### config.mk
export PLATFORM = sky130hd
export DESIGN_NAME = spi_s2p_flat
export DESIGN_NICKNAME = d
export VERILOG_FILES = /design/src/rtl/spi_pkg.sv /design/src/rtl/spi_s2p_if.sv /design/src/rtl/sync_edge.sv /design/src/rtl/spi_s2p.sv /design/src/flat_wrapper.sv
export SDC_FILE = /design/constraint.sdc
export NUM_CORES = 1
export LEC_CHECK = 0
export CAP_MARGIN = 20
export CORE_MARGIN = 2
export CORE_UTILIZATION = 30
export CTS_CLUSTER_SIZE = 30
export DETAILED_ROUTE_END_ITERATION = 10
export SETUP_SLACK_MARGIN = 0.05
export SYNTH_ARGS = -nofsm -noshare
export SYNTH_HDL_FRONTEND = slang
export SYNTH_SLANG_ARGS = --single-unit
### constraint.sdc
create_clock -name clk -period 3 [get_ports clk]
set_input_delay 0.45 -clock clk [delete_from_list [all_inputs] [get_ports clk]]
set_output_delay 0.45 -clock clk [all_outputs]
set_load 0.03 [all_outputs]
### src/rtl/spi_pkg.sv
// Shared types and default sizes for the SPI serial-to-parallel receive path.
package spi_pkg;

    typedef enum logic [1:0] {
        IDLE = 2'd0,
        HEAD = 2'd1,
        DATA = 2'd2,
        DONE = 2'd3
    } state_t;

    localparam int HEAD_W_DEF  = 2;
    localparam int DATA_W_DEF  = 14;
    localparam int FRAME_W_DEF = HEAD_W_DEF + DATA_W_DEF;

    function automatic int max_int(input int a, input int b);
        return (a > b) ? a : b;
    endfunction

endpackage

### src/rtl/spi_s2p_if.sv
// SPI pad signals plus the parallel receive outputs, bundled as one bus.
interface spi_s2p_if #(
    parameter int HEAD_W = spi_pkg::HEAD_W_DEF,
    parameter int DATA_W = spi_pkg::DATA_W_DEF
);
    logic              sck;
    logic              cs;
    logic              mosi;
    logic              head_flag;
    logic [HEAD_W-1:0] cmd_out;
    logic [DATA_W-1:0] data_out;
    logic              data_valid;
    logic              frame_err;
    logic              busy;

    modport slave (
        input  sck, cs, mosi,
        output head_flag, cmd_out, data_out, data_valid, frame_err, busy
    );

    modport master (
        output sck, cs, mosi,
        input  head_flag, cmd_out, data_out, data_valid, frame_err, busy
    );

endinterface

### src/rtl/sync_edge.sv
// Multi-stage synchroniser for an asynchronous input with edge detection on
// the synchronised level; reset value matches the line's idle state.
module sync_edge #(
    parameter int   STAGES    = 2,
    parameter logic RESET_VAL = 1'b0
) (
    input  logic clk,
    input  logic rst,
    input  logic d_in,
    output logic level,
    output logic rise,
    output logic fall
);

    logic [STAGES-1:0] sync_q;
    logic [STAGES-1:0] sync_d;
    logic              prev_q;
    logic              prev_d;

    always_comb begin
        sync_d = {sync_q[STAGES-2:0], d_in};
        prev_d = sync_q[STAGES-1];
    end

    always_ff @(posedge clk or posedge rst) begin
        if (rst) begin
            sync_q <= {STAGES{RESET_VAL}};
            prev_q <= RESET_VAL;
        end else begin
            sync_q <= sync_d;
            prev_q <= prev_d;
        end
    end

    // Edges compare two flopped copies, so no input reaches these outputs combinationally.
    assign level = sync_q[STAGES-1];
    assign rise  = sync_q[STAGES-1] & ~prev_q;
    assign fall  = ~sync_q[STAGES-1] & prev_q;

endmodule

### src/rtl/spi_s2p.sv
// SPI mode-0 slave receive path: oversamples sck/cs/mosi in the clk domain and
// deserialises each frame into a header (command) field and a data word.
module spi_s2p
    import spi_pkg::*;
#(
    parameter int HEAD_W      = HEAD_W_DEF,
    parameter int DATA_W      = DATA_W_DEF,
    parameter int SYNC_STAGES = 2
) (
    input  logic     clk,
    input  logic     rst,
    spi_s2p_if.slave bus
);

    localparam int FRAME_W = HEAD_W + DATA_W;
    localparam int CNT_W   = $clog2(FRAME_W + 1);
    // Only the widest field ever has to be reassembled, so the shifter is one bit shorter than it.
    localparam int SHIFT_W = max_int(HEAD_W, DATA_W) - 1;

    logic sck_rise;
    logic cs_rise;
    logic cs_fall;
    logic mosi_s;
    logic sck_level_unused;
    logic sck_fall_unused;
    logic cs_level_unused;
    logic mosi_rise_unused;
    logic mosi_fall_unused;

    sync_edge #(
        .STAGES    (SYNC_STAGES),
        .RESET_VAL (1'b0)
    ) u_sync_sck (
        .clk   (clk),
        .rst   (rst),
        .d_in  (bus.sck),
        .level (sck_level_unused),
        .rise  (sck_rise),
        .fall  (sck_fall_unused)
    );

    sync_edge #(
        .STAGES    (SYNC_STAGES),
        .RESET_VAL (1'b1)
    ) u_sync_cs (
        .clk   (clk),
        .rst   (rst),
        .d_in  (bus.cs),
        .level (cs_level_unused),
        .rise  (cs_rise),
        .fall  (cs_fall)
    );

    sync_edge #(
        .STAGES    (SYNC_STAGES),
        .RESET_VAL (1'b0)
    ) u_sync_mosi (
        .clk   (clk),
        .rst   (rst),
        .d_in  (bus.mosi),
        .level (mosi_s),
        .rise  (mosi_rise_unused),
        .fall  (mosi_fall_unused)
    );

    state_t             state_q,     state_d;
    logic [CNT_W-1:0]   cnt_q,       cnt_d;
    logic [SHIFT_W-1:0] shift_q,     shift_d;
    logic               head_flag_q, head_flag_d;
    logic [HEAD_W-1:0]  cmd_q,       cmd_d;
    logic [DATA_W-1:0]  data_q,      data_d;
    logic               valid_q,     valid_d;
    logic               err_q,       err_d;
    logic               busy_q,      busy_d;
    logic [SHIFT_W:0]   shifted;

    always_comb begin
        shifted     = {shift_q, mosi_s};
        state_d     = state_q;
        cnt_d       = cnt_q;
        shift_d     = shift_q;
        head_flag_d = head_flag_q;
        cmd_d       = cmd_q;
        data_d      = data_q;
        valid_d     = 1'b0;
        err_d       = 1'b0;

        case (state_q)
            IDLE: begin
                if (cs_fall) begin
                    state_d = HEAD;
                    cnt_d   = '0;
                    shift_d = '0;
                end
            end

            HEAD: begin
                if (sck_rise) begin
                    shift_d = shifted[SHIFT_W-1:0];
                    cnt_d   = cnt_q + CNT_W'(1);
                    if (cnt_q == CNT_W'(HEAD_W - 1)) begin
                        cmd_d       = shifted[HEAD_W-1:0];
                        head_flag_d = 1'b1;
                        state_d     = DATA;
                    end
                end
                // A header that is not complete before cs rises is discarded.
                if (cs_rise) begin
                    state_d     = IDLE;
                    head_flag_d = 1'b0;
                    cmd_d       = cmd_q;
                    err_d       = 1'b1;
                end
            end

            DATA: begin
                if (sck_rise) begin
                    shift_d = shifted[SHIFT_W-1:0];
                    cnt_d   = cnt_q + CNT_W'(1);
                    if (cnt_q == CNT_W'(FRAME_W - 1)) begin
                        data_d  = shifted[DATA_W-1:0];
                        valid_d = 1'b1;
                        state_d = DONE;
                    end
                end
                // cs rising together with the final bit still counts as a complete frame.
                if (cs_rise) begin
                    state_d     = IDLE;
                    head_flag_d = 1'b0;
                    err_d       = ~valid_d;
                end
            end

            DONE: begin
                if (cs_rise) begin
                    state_d     = IDLE;
                    head_flag_d = 1'b0;
                end
            end

            default: begin
                state_d     = IDLE;
                head_flag_d = 1'b0;
            end
        endcase

        busy_d = (state_d != IDLE);
    end

    always_ff @(posedge clk or posedge rst) begin
        if (rst) begin
            state_q     <= IDLE;
            cnt_q       <= '0;
            shift_q     <= '0;
            head_flag_q <= 1'b0;
            cmd_q       <= '0;
            data_q      <= '0;
            valid_q     <= 1'b0;
            err_q       <= 1'b0;
            busy_q      <= 1'b0;
        end else begin
            state_q     <= state_d;
            cnt_q       <= cnt_d;
            shift_q     <= shift_d;
            head_flag_q <= head_flag_d;
            cmd_q       <= cmd_d;
            data_q      <= data_d;
            valid_q     <= valid_d;
            err_q       <= err_d;
            busy_q      <= busy_d;
        end
    end

    assign bus.head_flag  = head_flag_q;
    assign bus.cmd_out    = cmd_q;
    assign bus.data_out   = data_q;
    assign bus.data_valid = valid_q;
    assign bus.frame_err  = err_q;
    assign bus.busy       = busy_q;

endmodule

### src/flat_wrapper.sv
// flat-port wrapper written by rule: the top's interface ports become plain ports
module spi_s2p_flat import spi_pkg::*;
#(
    parameter int HEAD_W      = HEAD_W_DEF,
    parameter int DATA_W      = DATA_W_DEF,
    parameter int SYNC_STAGES = 2
)
  (clk, rst, bus_sck, bus_cs, bus_mosi, bus_head_flag, bus_cmd_out, bus_data_out, bus_data_valid, bus_frame_err, bus_busy);
  spi_s2p_if #(.HEAD_W(HEAD_W), .DATA_W(DATA_W)) bus_i ();
  input  logic clk;
  input  logic rst;
  input wire logic [$bits(bus_i.sck)-1:0] bus_sck;
  input wire logic [$bits(bus_i.cs)-1:0] bus_cs;
  input wire logic [$bits(bus_i.mosi)-1:0] bus_mosi;
  output wire logic [$bits(bus_i.head_flag)-1:0] bus_head_flag;
  output wire logic [$bits(bus_i.cmd_out)-1:0] bus_cmd_out;
  output wire logic [$bits(bus_i.data_out)-1:0] bus_data_out;
  output wire logic [$bits(bus_i.data_valid)-1:0] bus_data_valid;
  output wire logic [$bits(bus_i.frame_err)-1:0] bus_frame_err;
  output wire logic [$bits(bus_i.busy)-1:0] bus_busy;
  assign bus_i.sck = bus_sck;
  assign bus_i.cs = bus_cs;
  assign bus_i.mosi = bus_mosi;
  assign bus_head_flag = bus_i.head_flag;
  assign bus_cmd_out = bus_i.cmd_out;
  assign bus_data_out = bus_i.data_out;
  assign bus_data_valid = bus_i.data_valid;
  assign bus_frame_err = bus_i.frame_err;
  assign bus_busy = bus_i.busy;
  spi_s2p #(.HEAD_W(HEAD_W), .DATA_W(DATA_W), .SYNC_STAGES(SYNC_STAGES)) u_core (.clk(clk), .rst(rst), .bus(bus_i));
endmodule
==> results.json <==
{
  "run_status": "finished, final reports clean",
  "yosys.area.top_type": "dfrtp_1",
  "end_kind": "register",
  "area_of_the_multi_input_gates_sq_um": 739,
  "clk_pin_slew_worst_paths_ns": 0.08,
  "relSlewSlack_pct": 57.4,
  "setup.worst_path.start_class": "register",
  "routed_wirelength_um": 3550,
  "number_of_enable_flip_flop_cells_after_synthesis": 0,
  "post_synth_instance_area_sq_mm": 0.00199,
  "netlist.area_leader.share_pct": 56.5,
  "route.vias.total": 1314,
  "drc_errors": 0,
  "row_count": 29,
  "post_cts.repair.setup_buffers": 0,
  "cp_max_fo": 16,
  "finalNetCount": 215,
  "area.sequential_sq_mm": 0.00120,
  "timing.critical_path.cells": "inv_1 > ha_1 > a221o_1 > or2_1 > o31ai_1",
  "finalSetupViolations": 0,
  "finalHoldViolCount": 0,
  "required_ns": 3.21,
  "critical_path_arrival_ns": 2.30,
  "cts_tree": "yes",
  "fp.dieArea_sq_mm": 0.00732,
  "slowest_delay_ns": 0.53,
  "synthTopCellsByArea": "dfrtp_1 56%, mux2_2 9.0%, nand2_1 6.4%",
  "clock_sinks": 48,
  "drive_above_1_share_pct": 16.3,
  "path_delay_family": "compound AO/OA/AOI/OAI gates",
  "grt_setup_unrepaired": "false",
  "start_util_pct": 31.2,
  "ys_ff_latch": 48,
  "ctsLongestPathBuffers": 2,
  "grt_antenna_before_repair": 0,
  "worst_slew_pin_slew_ns": 0.638,
  "peakVddDrop_v": 0.000264,
  "timing.final.crit_period_ns": 2.09,
  "grt_first_pass_wirelength_um": 6290,
  "seq_area_frac_synth_pct": 60.4,
  "synth_top_cells_by_count": "45 x dfrtp_1, 34 x nand2_1, 16 x mux2_2, 16 x o21ai_0",
  "timing.hold.worst.class": "reg -> reg",
  "cts_root_buffer": "clkbuf_8",
  "holdBufCountCts": 0,
  "tot_gr_track_use_pct": 10.9,
  "routed_wire_length_per_instance_um": 12.7,
  "initialDrtViolationCount": 109,
  "top_level_ports": 25,
  "vias_per_cell": 4.69,
  "grt_overflow": 0,
  "cpMaxStageDelayCell": "ha_1",
  "final_core_utilization_pct": 38.1,
  "synth.lib_cells_used.distinct": 34,
  "timing.fmax_mhz": 478,
  "synth.avg_cell_area_sq_um": 11.6,
  "path_buf_inv": 1,
  "clock_insertion_delay_worst_skew_ns": 0.30,
  "layout.filler_cells": 643,
  "timing_worst_setup_path_type": "reg -> reg",
  "io_buffer_count": 24,
  "grt_max_degree": 32,
  "area.growth.synth_to_final_pct": 22.1,
  "max_cap_violations": 0,
  "async_flop_share_pct": 100,
  "detail-route-antenna-nets": 0,
  "dpl.hpwl_um": 2490,
  "synthesis.instances": 172,
  "number_of_pins_with_negative_max_slew_slack_in_the_final_report": 0,
  "net_count_of_the_mapped_netlist": 185,
  "tritoncts.num_buffers": 5,
  "routabilityCongestion": 0.800,
  "yosysWarningCount": 0,
  "layout_worst_path_cycle_share_pct": 69.8,
  "most_repeated_cell_in_the_gate_level_netlist_after_synthesis": "dfrtp_1",
  "antenna_cells": 0,
  "cts.repair.resized": 0,
  "first_global_vias": 1299,
  "fin_clk_skew_ns": 0.00738,
  "cellLeakagePower_uw": 0.00111,
  "die-height_um": 85.5,
  "yosys_most_used_dff": "dfrtp_1",
  "finalSetupTns_ns": 0,
  "coreArea_sq_mm": 0.00639,
  "drt_pre_antenna_iters": 4,
  "chipWidth_um": 85.5,
  "power_per_cell_area_mw_per_mm2": 620,
  "htreeDepth": 2
}
-- per-layer routing --
metal | vias to the layer above | GRT usage [%] | part of all wire, %
li1 | 651 | - | -
met1 | 632 | 15.5 | 50
met2 | 28 | 16.2 | 44
met3 | 3 | 3.18 | 4.9
met4 | 0 | 3.46 | 0.96
met5 | - | 0 | 0
-- power breakdown --
group / switching, uW / internal [uW]
combinational: 246 / 134
sequential: 40.0 / 694
clock: 207 / 187
-- worst reg2reg max path, delay by kind of cell (launching register included) --
family,cells,cell delay [ns]
buffers and inverters,1,0.15
adder cells (fa/ha/maj),1,0.53
AND/OR/NAND/NOR,1,0.25
flip-flops,1,0.44
AO/OA/AOI/OAI,2,0.64
-- kinds of logic (layout without fill, tap and decap cells) --
family | Yosys count | in the layout | share of synthesized area [%]
AND/OR/NAND/NOR | 55 | 55 | 13.0
flip-flops | 48 | 48 | 60.4
AO/OA/AOI/OAI | 32 | 32 | 10.0
multiplexers | 16 | 16 | 9.03
buffers and inverters | 13 | 44 | 2.51
adder cells (fa/ha/maj) | 8 | 8 | 5.02
-- registers in the layout (all words and copies together), names as in the netlist --
register and flops:
u_core.bus.data_out 14, u_core.shift_q 13, u_core.cnt_q 5, u_core.bus.cmd_out 2
u_core.state_q 2, u_core.u_sync_cs.sync_q 2, u_core.u_sync_mosi.sync_q 2, u_core.u_sync_sck.sync_q 2
u_core.bus.busy 1, u_core.bus.data_valid 1, u_core.bus.frame_err 1, u_core.bus.head_flag 1
u_core.u_sync_cs.prev_q 1, u_core.u_sync_sck.prev_q 1
-- cell usage in the layout, fill, tap and decap left out, drive strengths merged --
cell | netlist | final
o221ai | 1 | 1
clkbuf | 4 | 7
clkdlybuf4s50 | 0 | 24
a32oi | 1 | 1
or2 | 2 | 2
nor2b | 2 | 2
a311oi | 1 | 1
dfrtp | 45 | 45
o21bai | 1 | 1
a2111o | 1 | 1
buf | 1 | 4
nand2b | 4 | 4
inv | 8 | 8
a2111oi | 1 | 1
o31ai | 3 | 3
and3 | 1 | 1
ha | 8 | 8
nand4b | 1 | 1
or3 | 1 | 1
nand3 | 2 | 2
a221o | 1 | 1
clkinvlp | 0 | 1
and2 | 1 | 1
a31oi | 1 | 1
nor3 | 3 | 3
nand4 | 1 | 1
a21oi | 3 | 3
nand2 | 34 | 34
nor2 | 2 | 2
o211ai | 1 | 1
o21ai | 17 | 17
mux2 | 16 | 16
dfstp | 3 | 3
nor4b | 1 | 1
-- worst paths after layout --
kind                                                   from                          end  slack [ns]  depth (start not counted)
worst max-delay path                      u_core.state_q[0]              u_core.cnt_q[3]        0.91                          5
worst min-delay path            u_core.u_sync_sck.sync_q[0]  u_core.u_sync_sck.sync_q[1]        0.35                          0
worst max register to register            u_core.state_q[0]              u_core.cnt_q[3]        0.91                          5
worst min register to register  u_core.u_sync_sck.sync_q[0]  u_core.u_sync_sck.sync_q[1]        0.35                          0
max in group asynchronous                               rst            u_core.shift_q[8]        1.83                          3
min in group asynchronous                               rst       u_core.bus.data_out[1]        0.55                          2
-- layout make-up --
class | instances | area share (%)
Inverter | 8 | 1.23
Clock buffer | 7 | 3.55
Tap cell | 77 | 3.96
Multi-Input combinational cell | 111 | 30.4
Sequential cell | 48 | 49.5
Clock inverter | 1 | 0.308
Timing Repair Buffer | 28 | 11.1
-- metrics by stage --
stage | std cells | hold WS, ns | power (uW) | worst slack [ns] | area (sq um)
3_5_place_dp | 272 | 0.335 | 1130 | 0.907 | 2340
6_report | 280 | 0.352 | 1510 | 0.906 | 2430
5_1_grt | 280 | 0.360 | 1610 | 0.736 | 2430
3_3_place_gp | 272 | 0.336 | 1120 | 0.995 | 2340
2_1_floorplan | 172 | 0.331 | 1010 | 1.15 | 1990
4_1_cts | 280 | 0.354 | 1530 | 0.898 | 2430
Power figures use the tool's default switching activity.
